## src/rtl/cordic_rr_scheduler_pkg.sv

```systemverilog
// Shared definitions for the Cordic round-robin scheduler.
//   sched_state_e : scheduler FSM states
//   clog2_min1    : ceil(log2(value)), never less than 1, for sizing tags/counters
package cordic_rr_scheduler_pkg;

  typedef enum logic [1:0] {
    ST_IDLE     = 2'd0,
    ST_RUN      = 2'd1,
    ST_DRAINING = 2'd2,
    ST_DRAINED  = 2'd3
  } sched_state_e;

  function automatic int clog2_min1(input int value);
    int width;
    width = 1;
    for (int i = 1; i < 31; i++) begin
      width = ((32'sd1 << i) < value) ? (i + 1) : width;
    end
    return width;
  endfunction

endpackage

```

## src/rtl/cordic_rr_scheduler_if.sv

```systemverilog
// Requester-side bus of the Cordic scheduler.
//   req_valid/req_ready : per-requester handshake (ready is one-hot or zero)
//   req_x/req_y/req_phase : packed operands, requester i at slice i
//   rsp_valid : one-hot result strobe, no backpressure
//   rsp_x/rsp_y/rsp_phase : shared result bus
// master = requester side, slave = scheduler side.
interface cordic_rr_scheduler_if #(
  parameter int NUM_REQ = 4,
  parameter int XY_BITS = 12,
  parameter int PH_BITS = 32
);
  logic [NUM_REQ-1:0]         req_valid;
  logic [NUM_REQ-1:0]         req_ready;
  logic [NUM_REQ*XY_BITS-1:0] req_x;
  logic [NUM_REQ*XY_BITS-1:0] req_y;
  logic [NUM_REQ*PH_BITS-1:0] req_phase;
  logic [NUM_REQ-1:0]         rsp_valid;
  logic [XY_BITS-1:0]         rsp_x;
  logic [XY_BITS-1:0]         rsp_y;
  logic [PH_BITS-1:0]         rsp_phase;

  modport master (
    output req_valid, req_x, req_y, req_phase,
    input  req_ready, rsp_valid, rsp_x, rsp_y, rsp_phase
  );

  modport slave (
    input  req_valid, req_x, req_y, req_phase,
    output req_ready, rsp_valid, rsp_x, rsp_y, rsp_phase
  );
endinterface

```

## src/rtl/cordic_rr_scheduler_tag_fifo.sv

```systemverilog
// Synchronous FIFO holding the requester tag of every op inside the Cordic.
//   clk_in, RST     : clock, synchronous active-high reset
//   push/push_data  : write one tag (ignored when full)
//   pop/pop_data    : read the oldest tag (ignored when empty); pop_data is
//                     the head entry, valid whenever empty is low
//   full/empty      : status
//   count           : number of stored tags
module cordic_tag_fifo
  import cordic_rr_scheduler_pkg::*;
#(
  parameter  int WIDTH = 2,
  parameter  int DEPTH = 40,
  localparam int PTR_W = clog2_min1(DEPTH),
  localparam int CNT_W = clog2_min1(DEPTH + 1)
) (
  input  logic             clk_in,
  input  logic             RST,
  input  logic             push,
  input  logic [WIDTH-1:0] push_data,
  input  logic             pop,
  output logic [WIDTH-1:0] pop_data,
  output logic             full,
  output logic             empty,
  output logic [CNT_W-1:0] count
);

  logic [WIDTH-1:0] mem_q [DEPTH];
  logic [PTR_W-1:0] wr_ptr_q, wr_ptr_d;
  logic [PTR_W-1:0] rd_ptr_q, rd_ptr_d;
  logic [CNT_W-1:0] count_q, count_d;
  logic             push_ok_s;
  logic             pop_ok_s;

  assign full     = (count_q == CNT_W'(DEPTH));
  assign empty    = (count_q == CNT_W'(0));
  assign count    = count_q;
  assign pop_data = mem_q[rd_ptr_q];

  // Pointer and occupancy update; pointers wrap at DEPTH, which need not be a power of two
  always_comb begin
    push_ok_s = push & ~full;
    pop_ok_s  = pop & ~empty;
    wr_ptr_d  = wr_ptr_q;
    rd_ptr_d  = rd_ptr_q;
    count_d   = count_q;
    if (push_ok_s) begin
      wr_ptr_d = (wr_ptr_q == PTR_W'(DEPTH - 1)) ? PTR_W'(0) : (wr_ptr_q + PTR_W'(1));
    end else begin
      wr_ptr_d = wr_ptr_q;
    end
    if (pop_ok_s) begin
      rd_ptr_d = (rd_ptr_q == PTR_W'(DEPTH - 1)) ? PTR_W'(0) : (rd_ptr_q + PTR_W'(1));
    end else begin
      rd_ptr_d = rd_ptr_q;
    end
    case ({push_ok_s, pop_ok_s})
      2'b10:   count_d = count_q + CNT_W'(1);
      2'b01:   count_d = count_q - CNT_W'(1);
      default: count_d = count_q;
    endcase
  end

  // Pointer/count registers
  always_ff @(posedge clk_in) begin
    if (RST) begin
      wr_ptr_q <= '0;
      rd_ptr_q <= '0;
      count_q  <= '0;
    end else begin
      wr_ptr_q <= wr_ptr_d;
      rd_ptr_q <= rd_ptr_d;
      count_q  <= count_d;
    end
  end

  // Tag storage; entries are only read after being written, so no reset needed
  always_ff @(posedge clk_in) begin
    if (push_ok_s) begin
      mem_q[wr_ptr_q] <= push_data;
    end
  end

endmodule

```

## src/rtl/cordic_rr_scheduler.sv

```systemverilog
// Shares one pipelined Cordic among NUM_REQ requesters.
//   clk_in, RST            : clock, synchronous active-high reset (shared with Cordic)
//   req_if (slave)         : requester handshake, operands and routed results
//   cor_x_i/cor_y_i/cor_phase_in/cor_valid_in : registered op towards the Cordic
//   cor_x_o/cor_y_o/cor_phase_out/cor_valid_out : Cordic result
//   drain_req/drain_done   : stop issuing and report once the pipe is empty
//   inflight               : ops issued but not yet returned
//   err_orphan             : sticky, a Cordic result arrived with no tag waiting
// Round-robin grant, one op per cycle; each op's requester tag is queued and
// used to steer the result back when the Cordic returns it (in order).
module cordic_rr_scheduler
  import cordic_rr_scheduler_pkg::*;
#(
  parameter  int NUM_REQ      = 4,
  parameter  int XY_BITS      = 12,
  parameter  int PH_BITS      = 32,
  parameter  int MAX_INFLIGHT = 40,
  localparam int TAG_W        = clog2_min1(NUM_REQ),
  localparam int CNT_W        = clog2_min1(MAX_INFLIGHT + 1)
) (
  input  logic                  clk_in,
  input  logic                  RST,
  cordic_rr_scheduler_if.slave  req_if,
  output logic [XY_BITS-1:0]    cor_x_i,
  output logic [XY_BITS-1:0]    cor_y_i,
  output logic [PH_BITS-1:0]    cor_phase_in,
  output logic                  cor_valid_in,
  input  logic [XY_BITS-1:0]    cor_x_o,
  input  logic [XY_BITS-1:0]    cor_y_o,
  input  logic [PH_BITS-1:0]    cor_phase_out,
  input  logic                  cor_valid_out,
  input  logic                  drain_req,
  output logic                  drain_done,
  output logic [CNT_W-1:0]      inflight,
  output logic                  err_orphan
);

  sched_state_e       state_q, state_d;
  logic [TAG_W-1:0]   rr_ptr_q, rr_ptr_d;
  logic [XY_BITS-1:0] cor_x_q, cor_x_d, cor_y_q, cor_y_d;
  logic [PH_BITS-1:0] cor_ph_q, cor_ph_d;
  logic               cor_valid_q, cor_valid_d;
  logic [NUM_REQ-1:0] rsp_valid_q, rsp_valid_d;
  logic [XY_BITS-1:0] rsp_x_q, rsp_x_d, rsp_y_q, rsp_y_d;
  logic [PH_BITS-1:0] rsp_ph_q, rsp_ph_d;
  logic               err_orphan_q, err_orphan_d;
  logic               drain_done_q, drain_done_d;

  logic [TAG_W-1:0]   cand_s;
  logic [TAG_W-1:0]   grant_idx_s;
  logic               grant_any_s;
  logic [NUM_REQ-1:0] grant_oh_s;
  logic               can_issue_s;
  logic               accept_s;
  logic               pop_s;
  logic               orphan_s;
  logic [TAG_W-1:0]   pop_tag_s;
  logic               fifo_full_s;
  logic               fifo_empty_s;
  logic [CNT_W-1:0]   fifo_count_s;
  logic [CNT_W-1:0]   inflight_next_s;

  function automatic logic [TAG_W-1:0] wrap_add(input logic [TAG_W-1:0] base, input int offs);
    int sum;
    sum = int'(base) + offs;
    sum = (sum >= NUM_REQ) ? (sum - NUM_REQ) : sum;
    return TAG_W'(sum);
  endfunction

  cordic_tag_fifo #(
    .WIDTH (TAG_W),
    .DEPTH (MAX_INFLIGHT)
  ) u_tag_fifo (
    .clk_in    (clk_in),
    .RST       (RST),
    .push      (accept_s),
    .push_data (grant_idx_s),
    .pop       (pop_s),
    .pop_data  (pop_tag_s),
    .full      (fifo_full_s),
    .empty     (fifo_empty_s),
    .count     (fifo_count_s)
  );

  assign req_if.req_ready = grant_oh_s & {NUM_REQ{can_issue_s}};
  assign accept_s         = grant_any_s & can_issue_s;
  assign pop_s            = cor_valid_out & ~fifo_empty_s;
  assign orphan_s         = cor_valid_out & fifo_empty_s;

  // Round-robin search: first valid requester at or after rr_ptr, wrapping
  always_comb begin
    grant_any_s = 1'b0;
    grant_idx_s = '0;
    cand_s      = '0;
    for (int k = 0; k < NUM_REQ; k++) begin
      cand_s      = wrap_add(rr_ptr_q, k);
      grant_idx_s = (!grant_any_s && req_if.req_valid[cand_s]) ? cand_s : grant_idx_s;
      grant_any_s = grant_any_s | req_if.req_valid[cand_s];
    end
    grant_oh_s = grant_any_s ? (NUM_REQ'(1) << grant_idx_s) : NUM_REQ'(0);
  end

  // Issue path, return path and orphan flag next-state
  always_comb begin
    rr_ptr_d     = rr_ptr_q;
    cor_x_d      = cor_x_q;
    cor_y_d      = cor_y_q;
    cor_ph_d     = cor_ph_q;
    cor_valid_d  = accept_s;
    rsp_valid_d  = NUM_REQ'(0);
    rsp_x_d      = rsp_x_q;
    rsp_y_d      = rsp_y_q;
    rsp_ph_d     = rsp_ph_q;
    err_orphan_d = err_orphan_q | orphan_s;
    if (accept_s) begin
      rr_ptr_d = wrap_add(grant_idx_s, 1);
      cor_x_d  = req_if.req_x[int'(grant_idx_s)*XY_BITS +: XY_BITS];
      cor_y_d  = req_if.req_y[int'(grant_idx_s)*XY_BITS +: XY_BITS];
      cor_ph_d = req_if.req_phase[int'(grant_idx_s)*PH_BITS +: PH_BITS];
    end else begin
      rr_ptr_d = rr_ptr_q;
    end
    if (pop_s) begin
      rsp_valid_d = NUM_REQ'(1) << pop_tag_s;
      rsp_x_d     = cor_x_o;
      rsp_y_d     = cor_y_o;
      rsp_ph_d    = cor_phase_out;
    end else begin
      rsp_valid_d = NUM_REQ'(0);
    end
    case ({accept_s, pop_s})
      2'b10:   inflight_next_s = fifo_count_s + CNT_W'(1);
      2'b01:   inflight_next_s = fifo_count_s - CNT_W'(1);
      default: inflight_next_s = fifo_count_s;
    endcase
  end

  // FSM next state; drain has priority in every state
  always_comb begin
    state_d = state_q;
    if (drain_req) begin
      case (state_q)
        ST_DRAINED:  state_d = ST_DRAINED;
        ST_DRAINING: state_d = (fifo_count_s == CNT_W'(0)) ? ST_DRAINED : ST_DRAINING;
        // An op accepted this cycle still has to come back before DRAINED
        default:     state_d = ((fifo_count_s == CNT_W'(0)) && !accept_s) ? ST_DRAINED : ST_DRAINING;
      endcase
    end else begin
      case (state_q)
        ST_IDLE:     state_d = accept_s ? ST_RUN : ST_IDLE;
        ST_RUN:      state_d = (inflight_next_s == CNT_W'(0)) ? ST_IDLE : ST_RUN;
        // Drain withdrawn before completion: resume normal operation
        ST_DRAINING: state_d = (fifo_count_s == CNT_W'(0)) ? ST_IDLE : ST_RUN;
        ST_DRAINED:  state_d = ST_IDLE;
        default:     state_d = ST_IDLE;
      endcase
    end
  end

  // FSM outputs: issue permission and drain status
  always_comb begin
    can_issue_s  = (state_q != ST_DRAINING) && (state_q != ST_DRAINED) && !fifo_full_s;
    drain_done_d = (state_d == ST_DRAINED);
  end

  // State register
  always_ff @(posedge clk_in) begin
    if (RST) begin
      state_q <= ST_IDLE;
    end else begin
      state_q <= state_d;
    end
  end

  // Datapath and status registers
  always_ff @(posedge clk_in) begin
    if (RST) begin
      rr_ptr_q     <= '0;
      cor_x_q      <= '0;
      cor_y_q      <= '0;
      cor_ph_q     <= '0;
      cor_valid_q  <= 1'b0;
      rsp_valid_q  <= '0;
      rsp_x_q      <= '0;
      rsp_y_q      <= '0;
      rsp_ph_q     <= '0;
      err_orphan_q <= 1'b0;
      drain_done_q <= 1'b0;
    end else begin
      rr_ptr_q     <= rr_ptr_d;
      cor_x_q      <= cor_x_d;
      cor_y_q      <= cor_y_d;
      cor_ph_q     <= cor_ph_d;
      cor_valid_q  <= cor_valid_d;
      rsp_valid_q  <= rsp_valid_d;
      rsp_x_q      <= rsp_x_d;
      rsp_y_q      <= rsp_y_d;
      rsp_ph_q     <= rsp_ph_d;
      err_orphan_q <= err_orphan_d;
      drain_done_q <= drain_done_d;
    end
  end

  assign cor_x_i          = cor_x_q;
  assign cor_y_i          = cor_y_q;
  assign cor_phase_in     = cor_ph_q;
  assign cor_valid_in     = cor_valid_q;
  assign req_if.rsp_valid = rsp_valid_q;
  assign req_if.rsp_x     = rsp_x_q;
  assign req_if.rsp_y     = rsp_y_q;
  assign req_if.rsp_phase = rsp_ph_q;
  assign drain_done       = drain_done_q;
  assign inflight         = fifo_count_s;
  assign err_orphan       = err_orphan_q;

endmodule

```

## src/flat_wrapper.sv

```systemverilog
// flat-port wrapper written by rule: the top's interface ports become plain ports
module cordic_rr_scheduler_flat import cordic_rr_scheduler_pkg::*;
#(
  parameter  int NUM_REQ      = 4,
  parameter  int XY_BITS      = 12,
  parameter  int PH_BITS      = 32,
  parameter  int MAX_INFLIGHT = 40,
  localparam int TAG_W        = clog2_min1(NUM_REQ),
  localparam int CNT_W        = clog2_min1(MAX_INFLIGHT + 1)
)
  (clk_in, RST, cor_x_i, cor_y_i, cor_phase_in, cor_valid_in, cor_x_o, cor_y_o, cor_phase_out, cor_valid_out, drain_req, drain_done, inflight, err_orphan, req_if_req_valid, req_if_req_x, req_if_req_y, req_if_req_phase, req_if_req_ready, req_if_rsp_valid, req_if_rsp_x, req_if_rsp_y, req_if_rsp_phase);
  cordic_rr_scheduler_if #(.NUM_REQ(NUM_REQ), .XY_BITS(XY_BITS), .PH_BITS(PH_BITS)) req_if_i ();
  input  logic clk_in;
  input  logic RST;
  output logic [XY_BITS-1:0] cor_x_i;
  output logic [XY_BITS-1:0] cor_y_i;
  output logic [PH_BITS-1:0] cor_phase_in;
  output logic cor_valid_in;
  input  logic [XY_BITS-1:0] cor_x_o;
  input  logic [XY_BITS-1:0] cor_y_o;
  input  logic [PH_BITS-1:0] cor_phase_out;
  input  logic cor_valid_out;
  input  logic drain_req;
  output logic drain_done;
  output logic [CNT_W-1:0] inflight;
  output logic err_orphan;
  input wire logic [$bits(req_if_i.req_valid)-1:0] req_if_req_valid;
  input wire logic [$bits(req_if_i.req_x)-1:0] req_if_req_x;
  input wire logic [$bits(req_if_i.req_y)-1:0] req_if_req_y;
  input wire logic [$bits(req_if_i.req_phase)-1:0] req_if_req_phase;
  output wire logic [$bits(req_if_i.req_ready)-1:0] req_if_req_ready;
  output wire logic [$bits(req_if_i.rsp_valid)-1:0] req_if_rsp_valid;
  output wire logic [$bits(req_if_i.rsp_x)-1:0] req_if_rsp_x;
  output wire logic [$bits(req_if_i.rsp_y)-1:0] req_if_rsp_y;
  output wire logic [$bits(req_if_i.rsp_phase)-1:0] req_if_rsp_phase;
  assign req_if_i.req_valid = req_if_req_valid;
  assign req_if_i.req_x = req_if_req_x;
  assign req_if_i.req_y = req_if_req_y;
  assign req_if_i.req_phase = req_if_req_phase;
  assign req_if_req_ready = req_if_i.req_ready;
  assign req_if_rsp_valid = req_if_i.rsp_valid;
  assign req_if_rsp_x = req_if_i.rsp_x;
  assign req_if_rsp_y = req_if_i.rsp_y;
  assign req_if_rsp_phase = req_if_i.rsp_phase;
  cordic_rr_scheduler #(.NUM_REQ(NUM_REQ), .XY_BITS(XY_BITS), .PH_BITS(PH_BITS), .MAX_INFLIGHT(MAX_INFLIGHT)) u_core (.clk_in(clk_in), .RST(RST), .req_if(req_if_i), .cor_x_i(cor_x_i), .cor_y_i(cor_y_i), .cor_phase_in(cor_phase_in), .cor_valid_in(cor_valid_in), .cor_x_o(cor_x_o), .cor_y_o(cor_y_o), .cor_phase_out(cor_phase_out), .cor_valid_out(cor_valid_out), .drain_req(drain_req), .drain_done(drain_done), .inflight(inflight), .err_orphan(err_orphan));
endmodule
```

## config.mk

```make
export PLATFORM = sky130hd
export DESIGN_NAME = cordic_rr_scheduler_flat
export DESIGN_NICKNAME = d
export VERILOG_FILES = /design/src/rtl/cordic_rr_scheduler_pkg.sv /design/src/rtl/cordic_rr_scheduler_if.sv /design/src/rtl/cordic_rr_scheduler_tag_fifo.sv /design/src/rtl/cordic_rr_scheduler.sv /design/src/flat_wrapper.sv
export SDC_FILE = /design/constraint.sdc
export NUM_CORES = 1
export LEC_CHECK = 0
export CAP_MARGIN = 0
export CORE_AREA = 2 2 164 166
export CTS_BUF_LIST = sky130_fd_sc_hd__clkbuf_4 sky130_fd_sc_hd__clkbuf_8
export CTS_CLUSTER_SIZE = 16
export DETAILED_ROUTE_END_ITERATION = 10
export DIE_AREA = 0 0 166 168
export HOLD_SLACK_MARGIN = 0.05
export MAX_ROUTING_LAYER = met4
export PLACE_DENSITY = 0.74
export SYNTH_ARGS = -nofsm -noshare
export SYNTH_HDL_FRONTEND = slang
export SYNTH_SLANG_ARGS = --single-unit
```

## constraint.sdc

```tcl
create_clock -name clk_in -period 6 [get_ports clk_in]
set_clock_uncertainty 0.1 [all_clocks]
set_input_delay 0.6 -clock clk_in [delete_from_list [all_inputs] [get_ports clk_in]]
set_output_delay 0.6 -clock clk_in [all_outputs]
set_load 0.01 [all_outputs]
```

# Word level (Yosys, flattened, before mapping)
# Memories as Yosys holds them, arrays and structs flattened. A register that Yosys moved wholly into a read port is not among the register bits.
# Cells that the tools add are included.
# totals
ramBits	80
latchBits	0
out_inout_bits	129
input_bits	288
word_cells	120
register_bits	141
romBits	0
memories	1
# mem_list
memory	words	width	rd	rd_clocked_by_memory_dff	write_ports	line_no	rtl
u_core.u_tag_fifo.mem_q	40	2	1	1	1	cordic_rr_scheduler_tag_fifo.sv:27	logic [WIDTH-1:0] mem_q [DEPTH];
# op_classes
reduce_logical	16
n_mux	34
n_shift	5
multipliers	1
n_eq_ne	13
n_div	0
n_lt_le_gt_ge	9
n_addsub	13
bitwise	13
# op_table
cell	count
indexed part select 128 x 8 -> 32 bit	1
indexed part select 48 x 32 -> 12 bit	2
two-way mux 6 bit	4
case mux 6 bit (2 select lines)	2
two-way mux 2 bit	10
adder 6 x 1 -> 6 bit (second input constant)	3
== test 6 bit (second input constant)	3
greater-or-equal comparator 3 bit (second input constant)	4
zero test 6 bit	2
less-than comparator 2 x 3 -> 1 bit (second input constant)	4
two-way mux 1 bit	11
== test 2 bit (second input constant)	5
subtractor 2 x 1 -> 2 bit (second input constant)	5
binary-select mux 1 bit (select 2 bit)	4
case mux 2 bit (4 select lines)	1
left shift 1 x 2 -> 4 bit (first input constant)	2
adder 2 x 1 -> 3 bit (second input constant)	2
adder 2 x 2 -> 3 bit (second input constant)	2
== test 2 x 1 -> 1 bit (second input constant)	3
logical AND 1 bit	6
subtractor 6 x 1 -> 6 bit (second input constant)	1
AND 1 bit	5
zero test 1 bit	5
AND 4 bit	1
other kinds (10)	16

# Depth between registers and ports, before layout
# Gate-level depths: netlist (run 1).
# logic_depth
depth_word	16
mapped_depth	12
mapped_depth_nobuf	10

# Hierarchy
# From an unflattened synthesis (run 1), not the netlist that was laid out.
# hier_totals
cells_unflattened	1007
area_unflattened_um2	10740.3
# by_module_without_submodules
mod	cells_per_inst	seq_area_each_um2	n_inst	area_per_inst_um2
cordic_rr_scheduler	663	2462.4	1	6203.4
cordic_tag_fifo	344	2882.8	1	4536.9

# Least setup slack after synthesis (run 1)
# Ideal clock, no wire load.
# synth_timing
path_type	input to output
start	in req_if_req_valid[1]
end	out req_if_req_ready[1]
t_arrival_ns	3.353
required_time_ns	5.300
path_stages	5
path_slack_ns	1.947
path_buffers	0
path_cell_list	nand2b_1 > a21oi_1 > a211oi_1 > ha_1 > and2_1
# synth_via
elab_chain_cells	10
elab_cells_between_ends	24
classes_between	shift: 1; mux: 13; bitwise: 4; reduce/logical: 6
# synth_rtl
element	line_no	rtl
start, declared	flat_wrapper.sv:27	input wire logic [$bits(req_if_i.req_valid)-1:0] req_if_req_valid;
binary-select mux 1 bit (select 2 bit)	cordic_rr_scheduler.sv:97, cordic_rr_scheduler.sv:98	
two-way mux 1 bit (not written as such)	cordic_rr_scheduler.sv:97, cordic_rr_scheduler.sv:98	
zero test 1 bit or bitwise OR 1 bit (tied branches)	cordic_rr_scheduler.sv:97, cordic_rr_scheduler.sv:98	
logical AND 1 bit, or another cell as far along	cordic_rr_scheduler.sv:97	grant_idx_s = (!grant_any_s && req_if.req_valid[cand_s]) ? cand_s : grant_idx_s;
two-way mux 2 bit, or another cell as far along	cordic_rr_scheduler.sv:97	
two-way mux 2 bit or logical AND 1 bit (tied branches)	cordic_rr_scheduler.sv:97	
two-way mux 2 bit (*)	cordic_rr_scheduler.sv:97	
net u_core.grant_idx_s[0]	cordic_rr_scheduler.sv:50	logic [TAG_W-1:0] grant_idx_s;
left shift 1 x 2 -> 4 bit (*)	cordic_rr_scheduler.sv:100	grant_oh_s = grant_any_s ? (NUM_REQ'(1) << grant_idx_s) : NUM_REQ'(0);
two-way mux 4 bit (*)	cordic_rr_scheduler.sv:100	
AND 4 bit (*)	cordic_rr_scheduler.sv:85	assign req_if.req_ready = grant_oh_s & {NUM_REQ{can_issue_s}};
end, declared	flat_wrapper.sv:31	output wire logic [$bits(req_if_i.req_ready)-1:0] req_if_req_ready;
# The timed path passes the listed nets; every way through them passes the cells marked *. The select of a mux whose other input is x is not followed.

# Worst setup path after layout (run 1)
# layout_timing
start	reg u_core.u_tag_fifo.count_q[0], in the netlist u_core.u_tag_fifo.count[0]
end	reg u_core.u_tag_fifo.count_q[5], in the netlist u_core.u_tag_fifo.count[5]
# layout_via
elab_chain_cells	7
elab_cells_between_ends	16
classes_between	add/sub: 2; eq/ne: 3; mux: 1; bitwise: 6; reduce/logical: 4
# layout_rtl
element	line_no	rtl
start, declared	cordic_rr_scheduler_tag_fifo.sv:30	logic [CNT_W-1:0] count_q, count_d;
start signal, assigned	cordic_rr_scheduler_tag_fifo.sv:72	count_q <= count_d;
== test 6 bit	cordic_rr_scheduler_tag_fifo.sv:34	assign full = (count_q == CNT_W'(DEPTH));
zero test 1 bit	cordic_rr_scheduler.sv:162	can_issue_s = (state_q != ST_DRAINING) && (state_q != ST_DRAINED) && !fifo_full_s;
logical AND 1 bit	cordic_rr_scheduler.sv:162	
AND 1 bit	cordic_rr_scheduler.sv:86	assign accept_s = grant_any_s & can_issue_s;
AND 1 bit	cordic_rr_scheduler_tag_fifo.sv:41	push_ok_s = push & ~full;
== test 2 x 1 -> 1 bit or == test 2 bit (tied branches)	cordic_rr_scheduler_tag_fifo.sv:56	case ({push_ok_s, pop_ok_s})
case mux 6 bit (2 select lines) or nonzero test 2 bit (tied branches)	--	
# Parallel ways exist; a longest one is shown, timed or not.
# A chain may end at the register's enable or synchronous reset.

==> results of run 1 <==
==> path summary, 6_finish.rpt <==
| path | endpoint | cells past startpoint |
|---|---|---|
| max | u_core.u_tag_fifo.count[5]$_SDFFE_PP0P_ | 11 |
| min | u_core.req_if.rsp_x[4]$_SDFFE_PP0N_ | 2 |
| max reg2reg | u_core.u_tag_fifo.count[5]$_SDFFE_PP0P_ | 11 |
| min reg2reg | u_core.req_if.rsp_x[4]$_SDFFE_PP0N_ | 2 |
==> flip-flops by register name, summed over array words and instances, names as in the netlist, named ones only <==
name,count
u_core.cor_phase_in,32
u_core.cor_valid_in,1
u_core.cor_x_i,12
u_core.cor_y_i,12
u_core.drain_done,1
u_core.err_orphan,1
u_core.req_if.rsp_phase,32
u_core.req_if.rsp_valid,4
u_core.req_if.rsp_x,12
u_core.req_if.rsp_y,12
u_core.rr_ptr_q,2
u_core.state_q,2
u_core.u_tag_fifo.count,6
u_core.u_tag_fifo.mem_q,80
u_core.u_tag_fifo.rd_ptr_q,6
u_core.u_tag_fifo.wr_ptr_q,6
==> power breakdown <==
group          switching [W]  total, W  internal, W
combinational       0.000789   0.00162     0.000830
clock               0.000616   0.00143     0.000815
sequential          0.000135   0.00194      0.00180
==> area by class of cell <==
class | instances | area share
Clock inverter | 3 | 0.00154
Sequential cell | 227 | 0.346
Antenna cell | 5 | 0.000809
Timing Repair Buffer | 423 | 0.273
Clock buffer | 67 | 0.0503
Inverter | 11 | 0.00267
Multi-Input combinational cell | 633 | 0.299
Tap cell | 341 | 0.0276
==> synth_stat cells (all sizes together), types with 4 or more instances <==
master / number / area share
dfxtp: 147 / 0.29
nand2: 129 / 0.047
mux2i: 117 / 0.11
edfxtp: 80 / 0.23
a21oi: 69 / 0.034
nor2: 65 / 0.024
nand3b: 59 / 0.043
o221ai: 56 / 0.048
clkbuf: 44 / 0.016
buf: 32 / 0.016
mux4: 21 / 0.046
ha: 11 / 0.013
inv: 11 / 0.0040
xnor2: 8 / 0.0068
xor2: 8 / 0.0068
o21ai: 7 / 0.0034
a211oi: 6 / 0.0044
and2: 6 / 0.0036
nand2b: 5 / 0.0030
nand3: 5 / 0.0024
nand4: 5 / 0.0030
nand4b: 5 / 0.0043
nor2b: 5 / 0.0030
o22ai: 5 / 0.0030
or3: 4 / 0.0024
==> routing by layer <==
layer	vias up	wire (um)
met4	0	962
met2	321	16600
met3	62	2540
met5	-	0
met1	4242	13400
li1	4274	-
==> critical path: stages (launching register included) <==
cell	delay (ns)
dfxtp_1	0.39
inv_1	0.12
ha_1	0.27
or4b_1	0.54
o21ai_4	0.14
buf_4	0.54
inv_2	0.61
ha_1	0.51
or3_1	0.37
a21oi_1	0.20
xnor2_1	0.14
nor2_1	0.05
==> kinds of logic after synthesis <==
group	count (synthesis)	synth area share
XOR/XNOR	16	0.0136
AO/OA/AOI/OAI	161	0.107
flip-flops	227	0.519
AND/OR/NAND/NOR	304	0.148
buffers and inverters	87	0.0365
multiplexers	141	0.163
adder cells (fa/ha/maj)	11	0.0134
==> stage by stage <==
step / worst slack [ns] / util
after CTS: 1.86 / 0.586
final: 1.87 / 0.587
after global placement: 1.94 / 0.556
after global routing: 1.59 / 0.587
after floorplan: 1.95 / -
after detailed placement: 1.88 / 0.556
==> flow_summary.yaml, run 1 <==
run_status:
  status: "complete, no violations"
placement:
  placed_area_um2: 14600
  dp.cells: 1635
  place_congestion: 0.869
  port_buffers: 416
  hpwlAfterDp_um: 24100
worst_hold_path:
  hold_class: "reg -> reg"
  worstHoldStart: "u_core.req_if.rsp_x[4]$_SDFFE_PP0N_"
yosys:
  synth-async-reset-ratio: 0
  synth_edf_count: 80
  yosysWarningCount: 0
  synth_seq_cells: 227
  synth_nets: 1246
  synth_cell_types: 56
  avgSynthCellArea_um2: 10.9
  synth_area_um2: 10300
  synth-seq-area-share: 0.519
  syn_inst: 947
  synth-main-ff-cell: "dfxtp_1"
worst_setup_path:
  worstPathArrival_ns: 4.41
  critPathKind: "reg -> reg"
  r2r_start: "u_core.u_tag_fifo.count[0]$_SDFFE_PP0P_"
  crit_start: "u_core.u_tag_fifo.count[0]$_SDFFE_PP0P_"
  worst_setup_path_start_kind: "flop"
  crit_path_end_kind: "flop"
  crit_required_ns: 6.28
  critPathMaxFanout: 64
  r2r_slack_ns: 1.87
timing:
  timing.fmax_mhz: 242
  tightest_slew_ns: 1.22
  report.final.slew_viol_count: 0
  hold_violations: 0
  period_share: 0.688
  rsz0062_at_grt: "no"
  hold_slack_ns: 0.353
  relSlewSlack: 0.182
  fin_tns_setup_ns: 0
  setup_viol: 0
  finalCriticalPeriod_ns: 4.13
die:
  rows: 60
  fp.dieW_um: 166
  io_pins: 417
  core_area_um2: 26400
  die_y_um: 168
  start_util: 0.391
  die_area_um2: 27900
drt:
  wl_per_cell_um: 19.6
  drt-pass1-iter-count: 5
  drt-total-wl_um: 33400
  viasPerCell: 5.20
  drt_iter0_drc: 477
  antenna_left: 0
  vias: 8899
  drc: 0
clock_network:
  cts-buffers-inserted: 39
  htree_levels: 2
  cts_sinks: 227
  cts_root_buffer: "clkbuf_8"
  cts_max_path_buffers: 3
  ctsHoldBuffers: 0
  cts_tree: "built"
  post_cts_buffers: 0
  clk_pin_slew_worst_paths_ns: 0.06
  clk_latency_ns: 0.53
  cts_resized: 0
global_route:
  grt_pass1_vias: 9081
  grt_max_degree: 83
  globalRouteMet1Util: 0.278
  grt_use_total: 0.238
  grt_pass1_wl_um: 50700
  met2_usage: 0.390
  antenna_found_initial: 5
  overflow: 0
  gr-max-usage-layer: "met2"
  use_met3: 0.0672
final_layout:
  multi_input_area_um2: 4620
  register_area_um2: 5350
  area_growth_pct: 50.2
  fill_cells: 2221
  stdcell_count: 1710
  final_common_cell: "clkdlybuf4s50_1"
  fin_nets: 1634
  drive_above_1_share: 0.0858
  final_cell_mix: "clkdlybuf4s50_1, dfxtp_1, nand2_1, mux2i_1, edfxtp_1"
  post-route-cell-area_um2: 15500
pwr:
  p_leak_nw: 5.80
  p_per_area_nw_per_um2: 322
  power.total_w: 0.00498
  ir_drop_mv: 0.174
flow_run:
  drv_cap: 0
(Power assumes the default switching activity.)
==> run 2: changes to the inputs <==
--- a/config.mk
+++ b/config.mk
@@ -6,14 +6,14 @@
 export NUM_CORES = 1
 export LEC_CHECK = 0
 export CAP_MARGIN = 0
-export CORE_AREA = 2 2 164 166
+export CORE_ASPECT_RATIO = 0.7
+export CORE_UTILIZATION = 41
 export CTS_BUF_LIST = sky130_fd_sc_hd__clkbuf_4 sky130_fd_sc_hd__clkbuf_8
 export CTS_CLUSTER_SIZE = 16
 export DETAILED_ROUTE_END_ITERATION = 10
-export DIE_AREA = 0 0 166 168
 export HOLD_SLACK_MARGIN = 0.05
 export MAX_ROUTING_LAYER = met4
-export PLACE_DENSITY = 0.74
+export PLACE_DENSITY = 0.8
 export SYNTH_ARGS = -nofsm -noshare
 export SYNTH_HDL_FRONTEND = slang
 export SYNTH_SLANG_ARGS = --single-unit
==> constraint.sdc (replaced) <==
create_clock -name clk_in -period 3.7 [get_ports clk_in]
set_clock_uncertainty 0.1 [all_clocks]
set_input_delay 0.37 -clock clk_in [delete_from_list [all_inputs] [get_ports clk_in]]
set_output_delay 0.37 -clock clk_in [all_outputs]
set_load 0.01 [all_outputs]
==> run 2 against run 1 <==
Effect of this change:
- total power grew 61%
- setup slack lost 1.5 ns
- sequential share of layout area shrank 0.089 points
- via count grew 2.4%
- combinational power grew 64%
- critical path depth shrank 5
- die area shrank 7.6%
- cell count shrank 0.82%
- clock-buffer cell count shrank 9
- register-to-register slack lost 1.1 ns
- flip-flop and latch count is the same
- worst hold slack lost 0.20 ns
- highest routed layer unchanged
==> flow_summary.yaml, run 2 (synthesis results as in run 1) <==
placement:
  hpwlAfterDp_um: 24000
  dp.cells: 1629
  place_congestion: 0.863
  pre_cts_ws_ns: 0.417
  port_buffers: 416
clock_network:
  cts_tree: "built"
  clk_latency_ns: 0.54
  cts_sinks: 227
  clk_pin_slew_worst_paths_ns: 0.07
  post_cts_buffers: 0
  cts_max_path_buffers: 3
  cts_resized: 0
  cts-buffers-inserted: 36
  htree_levels: 2
  ctsHoldBuffers: 0
  cts_root_buffer: "clkbuf_8"
timing:
  timing.fmax_mhz: 302
  report.final.slew_viol_count: 0
  period_share: 0.896
  hold_violations: 0
  rsz0062_at_grt: "no"
  relSlewSlack: 0.476
  setup_viol: 0
  fin_tns_setup_ns: 0
  final.setup.worst_slack_ns: 0.387
  finalCriticalPeriod_ns: 3.31
  tightest_slew_ns: 0.786
global_route:
  grt_pass1_vias: 8959
  grt_use_total: 0.254
  grt_max_degree: 111
  overflow: 0
  antenna_found_initial: 1
  grt_pass1_wl_um: 48600
worst_setup_path:
  path_cells: "inv_1, ha_1, a211o_2, inv_2, and2_1, clkdlybuf4s50_1"
  critPathKind: "reg -> out"
  worst_setup_path_start_kind: "flop"
  critPathBufInv: 3
  critPathMaxFanout: 18
  crit_required_ns: 3.23
  worstPathArrival_ns: 2.84
  critical-path-max-stage-delay_ns: 0.56
  crit_path_end_kind: "primary output"
  crit_family: "buffers and inverters"
  cp_slowest_cell: "clkdlybuf4s50_1"
flow_run:
  drv_cap: 0
die:
  rows: 48
  die_area_um2: 25800
  fp.dieW_um: 191
  start_util: 0.418
  io_pins: 417
  die_y_um: 135
  core_area_um2: 24600
run_status:
  status: "complete, no violations"
worst_hold_path:
  hold_class: "in -> reg"
drt:
  antenna_left: 0
  drt_iter0_drc: 519
  viasPerCell: 5.38
  drt-pass1-iter-count: 7
  drt-total-wl_um: 33100
  wl_per_cell_um: 19.5
  vias: 9116
  drc: 0
pwr:
  p_per_area_nw_per_um2: 518
  p_leak_nw: 5.84
  power.total_w: 0.00802
  ir_drop_mv: 0.288
final_layout:
  fill_cells: 1986
  drive_above_1_share: 0.0884
  area_growth_pct: 50.6
  final_common_cell: "clkdlybuf4s50_1"
  regMostFlops: "u_core.u_tag_fifo.mem_q"
  fin_nets: 1641
  stdcell_count: 1696
  utilization: 0.630
  largest_register_ffs: 80
  final_cell_mix: "clkdlybuf4s50_1, dfxtp_1, nand2_1, mux2i_1, edfxtp_1"
-- run 2: layout make-up --
class	count	area (um2)	share of cell area
Multi-Input combinational cell	633	4620	0.298
Clock buffer	58	698	0.0450
Inverter	11	41.3	0.00266
Clock inverter	7	46.3	0.00299
Tap cell	325	407	0.0262
Timing Repair Buffer	433	4340	0.280
Sequential cell	227	5350	0.345
Antenna cell	2	5.00	0.000323
-- run 2: final timing paths --
path | from | to | slack (ns) | cells after the start
min | RST | u_core.u_tag_fifo.count[4]$_SDFFE_PP0P_ | 0.15 | 2
max reg2reg | u_core.u_tag_fifo.count[0]$_SDFFE_PP0P_ | u_core.u_tag_fifo.count[5]$_SDFFE_PP0P_ | 0.74 | 10
min reg2reg | u_core.req_if.rsp_y[0]$_SDFFE_PP0N_ | u_core.req_if.rsp_y[0]$_SDFFE_PP0N_ | 0.35 | 2
max | u_core.u_tag_fifo.count[0]$_SDFFE_PP0P_ | req_if_req_ready[3] | 0.39 | 6
-- run 2: power by group --
group | leakage, nW | switching [W] | internal (W)
Combinational | 3.51 | 0.00127 | 0.00138
Clock | 0.400 | 0.00101 | 0.00121
Sequential | 1.93 | 0.000243 | 0.00292
-- run 2: per-stage QoR --
stage | hold WS [ns] | instance area, um2
6_report | 0.155 | 15500
2_1_floorplan | 0.365 | 10300
3_5_place_dp | 0.347 | 14800
3_3_place_gp | 0.341 | 14800
4_1_cts | 0.124 | 15500
5_1_grt | 0.143 | 15500
-- run 2: per-layer routing --
metal	track usage	wire length (um)
met4	0.0728	605
met3	0.0637	2780
met5	-	0
met2	0.414	16000
met1	0.313	13700
==> run 3: changes to the inputs <==
==> constraint.sdc (replaced) <==
create_clock -name clk_in -period 3 [get_ports clk_in]
set_clock_uncertainty 0.1 [all_clocks]
set_input_delay 0.3 -clock clk_in [delete_from_list [all_inputs] [get_ports clk_in]]
set_output_delay 0.3 -clock clk_in [all_outputs]
set_load 0.01 [all_outputs]
==> run 3 against run 2 <==
Effect of this change:
- total power up 23%
- clock-buffer cell count decreased by 5
- global-route usage up 0.081 points
- flip-flop and latch count stayed put
- design area grew 0.82%
- sequential share of layout area decreased by 0.26 points
- first-iteration DRC count rose by 5.8%
- die area is the same
- critical endpoint is now u_core.u_tag_fifo.count[5]$_SDFFE_PP0P_
- sequential power increased by 22%
- routed wire length grew 0.83%
- combinational power up 27%
==> flow_summary.yaml, run 3 (synthesis results as in run 1) <==
run_status:
  status: "complete, no violations"
worst_setup_path:
  worst_setup_path_start_kind: "flop"
  path_cells: "inv_1, ha_1, or4b_1, o21ai_4, inv_2, ha_1, buf_4, or3_1, a21oi_1, xnor2_1, nor2_1"
  critPathKind: "reg -> reg"
  crit_path_end_kind: "flop"
  crit_start: "u_core.u_tag_fifo.count[0]$_SDFFE_PP0P_"
  critical-path-max-stage-delay_ns: 0.54
  worstPathArrival_ns: 2.92
  crit_top_cell: "ha_1"
  crit_required_ns: 3.29
  cp_slowest_cell: "or4b_1"
  critPathMaxFanout: 7
  r2r_start: "u_core.u_tag_fifo.count[0]$_SDFFE_PP0P_"
timing:
  timing.fmax_mhz: 381
  fin_tns_setup_ns: 0
  relSlewSlack: 0.558
  setup_viol: 0
  period_share: 0.876
  finalCriticalPeriod_ns: 2.63
  hold_violations: 0
  rsz0062_at_grt: "no"
  report.final.slew_viol_count: 0
  tightest_slew_ns: 0.663
worst_hold_path:
  hold_class: "in -> reg"
  worstHoldStart: "cor_x_o[9]"
die:
  die_area_um2: 25800
  die_y_um: 135
  io_pins: 417
  core_area_um2: 24600
  fp.dieW_um: 191
  start_util: 0.418
  rows: 48
drt:
  wl_per_cell_um: 19.5
  drc: 0
  viasPerCell: 5.34
  drt-pass1-iter-count: 5
  drt-total-wl_um: 33400
  drt_iter0_drc: 549
  vias: 9129
  antenna_left: 0
placement:
  port_buffers: 416
  placed_area_um2: 14900
  place_congestion: 0.878
  hpwlAfterDp_um: 24500
global_route:
  grt_pass1_wl_um: 49100
  grt_pass1_vias: 9004
  grt_max_degree: 68
  grt_use_total: 0.255
  antenna_found_initial: 2
  overflow: 0
clock_network:
  htree_levels: 2
  cts_tree: "built"
  post_cts_buffers: 0
  cts_root_buffer: "clkbuf_8"
  clk_latency_ns: 0.51
  clk_pin_slew_worst_paths_ns: 0.06
  cts_max_path_buffers: 3
  cts-buffers-inserted: 36
  cts_sinks: 227
final_layout:
  utilization: 0.635
  final_cell_mix: "clkdlybuf4s50_1, dfxtp_1, nand2_1, mux2i_1, edfxtp_1"
  largest_register_ffs: 80
  fin_nets: 1657
  post-route-cell-area_um2: 15600
  final_common_cell: "clkdlybuf4s50_1"
  multi_input_area_um2: 4630
  regMostFlops: "u_core.u_tag_fifo.mem_q"
  drive_above_1_share: 0.0978
  area_growth_pct: 51.8
  fill_cells: 1952
  register_area_um2: 5350
pwr:
  p_leak_nw: 5.97
  ir_drop_mv: 0.372
  p_per_area_nw_per_um2: 630
flow_run:
  drv_cap: 0
[run 3: cell count changes in the layout (fill, tap and decap cells not counted), sizes merged]
cell           delta
dlygate4sd3       +1
buf              +15
clkinvlp          -1
inv               -1
clkbuf            -5
clkinv            +3
clkdlybuf4s50     -4
dlymetal6s2s      +4
[run 3: layout make-up]
cell class | instances | share of cell area
timing repair buffer | 449 | 0.288
clock inverter | 8 | 0.00272
clock buffer | 53 | 0.0419
multi-input combinational | 633 | 0.296
inverter | 11 | 0.00280
sequential | 227 | 0.342
antenna | 2 | 0.000320
tap | 325 | 0.0260
[run 3: worst paths after layout]
path	endpoint	cells after the start	slack [ns]
worst min-delay path	u_core.req_if.rsp_x[9]$_SDFFE_PP0N_	3	0.24
worst max register to register	u_core.u_tag_fifo.count[5]$_SDFFE_PP0P_	11	0.37
worst min register to register	u_core.req_if.rsp_phase[0]$_SDFFE_PP0N_	2	0.35
worst max-delay path	u_core.u_tag_fifo.count[5]$_SDFFE_PP0P_	11	0.37
[run 3: power by group]
group / internal [W] / switching [W]
clock: 0.00140 / 0.00121
sequential: 0.00360 / 0.000266
combinational: 0.00175 / 0.00162
[run 3: critical path: cells and delay by family (launching register included)]
| family | cells | cell delay (ns) |
|---|---|---|
| AND/OR/NAND/NOR | 3 | 0.94 |
| AO/OA/AOI/OAI | 2 | 0.38 |
| adder cells (fa/ha/maj) | 2 | 0.35 |
| buffers and inverters | 3 | 0.31 |
| flip-flops | 1 | 0.31 |
| XOR/XNOR | 1 | 0.14 |
[run 3: timing repair]
action	in CTS	in global routing
gates cloned	0	0
endpoints found under the setup margin	4	4
gates resized for setup	5	6
hold endpoints to repair	3	0
hold buffers	1	0
[run 3: metrics by stage]
stage	cells	setup WS, ns	power (W)	hold slack [ns]
final	1708	0.373	0.00984	0.235
after global routing	1708	0.250	0.0104	0.216
after CTS	1706	0.000505	0.00995	0.204
after detailed placement	1644	0.136	0.00731	0.346
after global placement	1644	0.158	0.00726	0.342
after floorplan	947	0.0191	0.00568	0.336
[run 3: metal layers]
| layer | vias to the layer above | routed length (um) | global-route usage |
|---|---|---|---|
| met1 | 4362 | 13400 | 0.306 |
| met2 | 412 | 16300 | 0.417 |
| met5 | - | 0 | - |
| li1 | 4306 | - | - |
| met4 | 0 | 642 | 0.0754 |
| met3 | 49 | 3030 | 0.0709 |
==> edit 1, RTL diff (config.mk and constraints of run 2) <==
`MAX_INFLIGHT` is set to 40 in 2 places; all go to 80.
--- a/src/rtl/cordic_rr_scheduler.sv
+++ b/src/rtl/cordic_rr_scheduler.sv
@@ -16,3 +16,3 @@
   parameter  int PH_BITS      = 32,
-  parameter  int MAX_INFLIGHT = 40,
+  parameter  int MAX_INFLIGHT = 80,
   localparam int TAG_W        = clog2_min1(NUM_REQ),
--- a/src/flat_wrapper.sv
+++ b/src/flat_wrapper.sv
@@ -6,3 +6,3 @@
   parameter  int PH_BITS      = 32,
-  parameter  int MAX_INFLIGHT = 40,
+  parameter  int MAX_INFLIGHT = 80,
   localparam int TAG_W        = clog2_min1(NUM_REQ),
Interface: changed (resized inflight); port bits go from 417 to 418. The function was not compared with the original's and may differ.
==> edit 1 against run 2 <==
Wire length is 34% higher. Sequential power grew 34%. Design area up 29%. Setup slack got worse by 0.22 ns. Sequential cell count rose by 84. Sequential share of layout area up 4.6 points. Core utilization is 3.8 points lower. Synthesized area grew 38%. Total power is 32% higher. Final cell count increased by 27%. Critical path type unchanged. Highest routed layer unchanged.
==> edit 1: results (changes against run 2) <==
{
  "outcome": {"value": "complete, no violations"},
  "synth_nets": {"value": 1532, "change": "+23%"},
  "power_clock": {"value": 3.06, "unit": "mW", "change": "+38%"},
  "max-vdd-ir-drop": {"value": 294.1, "unit": "uV", "change": "+2.2%"},
  "via_count_of_the_first_global_routing_pass": {"value": 11130, "change": "+24%"},
  "post_synth_mux_area_share": {"value": 20.27, "unit": "%", "change": "+4.0 points"},
  "dr.pass1.iters": {"value": 5, "change": "-2"},
  "synth_cell_types": {"value": 50, "change": "-11%"},
  "fill_cells": {"value": 2672, "change": "+35%"},
  "first_pass_grt_wire_length": {"value": 64340, "unit": "um", "change": "+32%"},
  "nNetsFinal": {"value": 1949, "change": "+19%"},
  "ys_top_cells_by_area": {"value": "sky130_fd_sc_hd__edfxtp_1 (34%), sky130_fd_sc_hd__dfxtp_1 (21%), sky130_fd_sc_hd__mux2i_1 (9.9%)"},
  "nFlopsAndLatches": {"value": 311, "change": "+37%"},
  "drt_first_iter_violations": {"value": 990, "change": "+91%"},
  "wl_met2": {"value": 20640, "unit": "um", "change": "+29%"},
  "vias_per_inst": {"value": 5.273, "change": "-1.9%"},
  "critical_path_peak_fanout": {"value": 15, "change": "-3"},
  "worstHoldPathCells": {"value": 3, "change": "+1"},
  "sequentialPower": {"value": 4.25, "unit": "mW", "change": "+34%"},
  "final_layout_size_suffix_gt1_share": {"value": 13.40, "unit": "%", "change": "+4.6 points"},
  "multi_input_gate_area": {"value": 5998, "unit": "um^2", "change": "+30%"},
  "gp_routability_congestion": {"value": 0.8464, "change": "-1.9%"},
  "tightestPinTransition": {"value": 0.7771, "unit": "ns", "change": "-0.009355 ns"},
  "flip_flop_count_of_the_largest_register_all_copies_and_words_added": {"value": 160, "change": "+100%"},
  "worst-endpoint-arrival": {"value": 3.06, "unit": "ns", "change": "+0.22 ns"},
  "track_usage": {"value": 24.80, "unit": "%", "change": "-0.61 points"},
  "post_layout_nonfiller_instances": {"value": 2156, "change": "+27%"},
  "num_antenna_cells": {"value": 5, "change": "+3"},
  "ff2ff_path_depth": {"value": 9, "change": "-1"},
  "postRouteWirelength": {"value": 44240, "unit": "um", "change": "+34%"},
  "final-clk-cell-share": {"value": 5.063, "unit": "%", "change": "+0.26 points"},
  "synth_enable_flop_cells": {"value": 160, "change": "+100%"}
}
edit 1: stage by stage:
step / setup WS (ns) / power [mW] / util, % / hold slack, ns / area, um^2
after floorplan: 0.1026 / 6.121 / - / 0.3678 / 14240
after global placement: 0.6730 / 7.494 / 56.12 / 0.3418 / 18990
after detailed placement: 0.6109 / 7.567 / 56.12 / 0.3484 / 18990
after CTS: 0.1496 / 10.63 / 59.11 / 0.1733 / 20010
after global routing: 0.04450 / 11.07 / 59.14 / 0.2087 / 20010
final: 0.1708 / 10.56 / 59.15 / 0.2202 / 20020
edit 1: final timing paths:
path                                                   from                        endpoint  slack, ns
worst min-delay path                      cor_phase_out[29]     u_core.req_if.rsp_phase[29]       0.22
worst max-delay path             u_core.u_tag_fifo.count[0]             req_if_req_ready[1]       0.17
worst min register to register  u_core.req_if.rsp_phase[28]     u_core.req_if.rsp_phase[28]       0.35
worst max register to register   u_core.u_tag_fifo.count[0]  u_core.u_tag_fifo.mem_q[12][0]       0.63
==> edit 2, RTL diff (flow settings as in run 2) <==
Without the edit above. Encoding of `sched_state_e`: now one-hot (4 bits for 4 states).
--- a/src/rtl/cordic_rr_scheduler_pkg.sv
+++ b/src/rtl/cordic_rr_scheduler_pkg.sv
@@ -5,7 +5,7 @@
 
-  typedef enum logic [1:0] {
-    ST_IDLE     = 2'd0,
-    ST_RUN      = 2'd1,
-    ST_DRAINING = 2'd2,
-    ST_DRAINED  = 2'd3
+  typedef enum logic [3:0] {
+    ST_IDLE     = 4'b0001,
+    ST_RUN      = 4'b0010,
+    ST_DRAINING = 4'b0100,
+    ST_DRAINED  = 4'b1000
   } sched_state_e;
Function: same outputs for any inputs over 4 cycles, from zero or initial values and one cycle with RST high; so few cycles prove little.
==> edit 2 against run 2 <==
Wire length is 1.1% higher. Setup slack worse by 0.10 ns. Global-route usage is 1.1 points lower. Critical path depth is 2 higher. Synthesized area is 2.4% higher. Count of clock-buffer cells in the layout is 5 lower. Hold slack better by 0.14 ns. Sequential cell count is 2 higher. Design area is 0.68% higher. Total power is 6.3% higher. Highest routed layer unchanged.
==> edit 2: results (changes against run 2) <==
{
  "outcome": {"value": "complete, no violations"},
  "ys_seq_area_share": {"value": 51.07, "unit": "%", "change": "-0.85 points"},
  "synth_cell_types": {"value": 59, "change": "+5.4%"},
  "nNetsFinal": {"value": 1698, "change": "+3.5%"},
  "max-vdd-ir-drop": {"value": 224.3, "unit": "uV", "change": "-22%"},
  "critical_path_peak_fanout": {"value": 20, "change": "+2"},
  "via_count_of_the_first_global_routing_pass": {"value": 8980, "change": "+0.23%"},
  "fill_cells": {"value": 1988, "change": "+0.10%"},
  "ff2ff_path_depth": {"value": 13, "change": "+3"},
  "worst-endpoint-arrival": {"value": 2.95, "unit": "ns", "change": "+0.11 ns"},
  "postRouteWirelength": {"value": 33440, "unit": "um", "change": "+1.1%"},
  "worst_r2r_endpoint": {"value": "u_core.state_q[0]"},
  "track_usage": {"value": 24.31, "unit": "%", "change": "-1.1 points"},
  "synth_nets": {"value": 1309, "change": "+5.1%"},
  "power.switching_fraction": {"value": 33.07, "unit": "%", "change": "+1.6 points"},
  "vias_per_inst": {"value": 5.334, "change": "-0.75%"},
  "ff2ff_setup_slack": {"value": 0.78, "unit": "ns", "change": "+0.04 ns"},
  "clk_latency": {"value": 0.52, "unit": "ns", "change": "-0.02 ns"},
  "post-dp-hpwl": {"value": 23980, "unit": "um", "change": "-0.14%"},
  "timing.hold.ws": {"value": 0.2898, "unit": "ns", "change": "+0.1353 ns"},
  "tightestPinTransition": {"value": 0.9171, "unit": "ns", "change": "+0.1306 ns"},
  "dr.pass1.iters": {"value": 5, "change": "-2"},
  "capture_point_of_the_critical_path": {"value": "req_if_req_ready[1]"},
  "first_pass_grt_wire_length": {"value": 48470, "unit": "um", "change": "-0.36%"},
  "gp_routability_congestion": {"value": 0.9050, "change": "+4.9%"},
  "sequentialPower": {"value": 3.28, "unit": "mW", "change": "+4%"},
  "combinationalPower": {"value": 3.05, "unit": "mW", "change": "+15%"},
  "grt_start_max_net_pins": {"value": 105, "change": "-5.4%"},
  "cts_made_buffers": {"value": 37, "change": "+2.8%"},
  "ys_top_cells_by_area": {"value": "sky130_fd_sc_hd__dfxtp_1 (28%), sky130_fd_sc_hd__edfxtp_1 (23%), sky130_fd_sc_hd__mux2i_1 (14%)"},
  "ys_top_cells_by_count": {"value": "sky130_fd_sc_hd__dfxtp_1 (149), sky130_fd_sc_hd__mux2i_1 (148), sky130_fd_sc_hd__nand2_1 (138)"},
  "drt_first_iter_violations": {"value": 475, "change": "-8.5%"},
  "p_leak": {"value": 5.892, "unit": "nW", "change": "+0.85%"},
  "final_layout_size_suffix_gt1_share": {"value": 7.714, "unit": "%", "change": "-1.1 points"}
}
edit 2: logic make-up (layout without fill, tap and decap cells):
kind of cell    count (synthesis)  count (layout)  synth area share (%)
xor+xnor                       18              18                 1.495
buf+inv                        95             510                 4.675
other cells                     0               1                     0
simple gates                  333             333                 14.40
flops                         229             229                 51.07
mux                           152             152                 14.90
compound gates                172             173                 12.15
fa+ha+maj                      11              11                 1.305
edit 2: worst max-delay path, cell delays in order (launching register included):
cell                              delay (ns)
sky130_fd_sc_hd__dfxtp_1                0.49
sky130_fd_sc_hd__inv_1                  0.11
sky130_fd_sc_hd__ha_1                   0.26
sky130_fd_sc_hd__nor2b_4                0.17
sky130_fd_sc_hd__a41oi_4                0.30
sky130_fd_sc_hd__o31ai_4                0.19
sky130_fd_sc_hd__clkinv_4               0.21
sky130_fd_sc_hd__and2_1                 0.15
sky130_fd_sc_hd__clkdlybuf4s50_1        0.54
edit 2: what timing repair did:
action	4_1_cts	5_1_grt
cloned	0	1
pin swaps	0	2
endpoints found under the setup margin	4	4
hold endpoints to repair	0	0
gates resized for setup	1	1
buffers inserted	0	2
edit 2: per-layer routing:
layer	wire [um]	vias to the layer above	global-route usage, %
met2	16470	423	40.65
met3	2768	46	6.673
met4	657	0	6.844
met5	0	-	-
li1	-	4475	-
met1	13540	4402	28.87
edit 2: cell type report:
class	instances	share of cell area, %
diodes	1	0.01603
clock buffers	53	4.313
clock inverters	13	0.4650
inverters	14	0.3688
multi-input cells	687	30.15
flip-flops and latches	229	34.51
well taps	325	2.606
repair buffers	430	27.56
edit 2: worst min path at each step:
stage	startpoint	to	depth (start not counted)
3_5_place_dp	u_core.req_if.rsp_y[2]	u_core.req_if.rsp_y[2]	2
6_report	cor_phase_out[0]	u_core.req_if.rsp_phase[0]	3
4_1_cts	cor_x_o[3]	u_core.req_if.rsp_x[3]	3
2_1_floorplan	u_core.u_tag_fifo.rd_ptr_q[1]	flop	2
3_3_place_gp	u_core.req_if.rsp_phase[18]	u_core.req_if.rsp_phase[18]	2
5_1_grt	cor_x_o[3]	u_core.req_if.rsp_x[3]	3
edit 2: per-stage QoR:
step                      setup WS [ns]  power (mW)  util [%]  instances  area, um^2
after detailed placement         0.2728       6.363     59.48       1682       14830
after CTS                       0.06337       8.588     62.48       1748       15570
after global placement           0.3261       6.316     59.48       1682       14830
after floorplan                   1.070       5.006         -       1010       10550
final                            0.2842       8.528     62.62       1752       15610
after global routing             0.1606       8.948     62.62       1752       15610
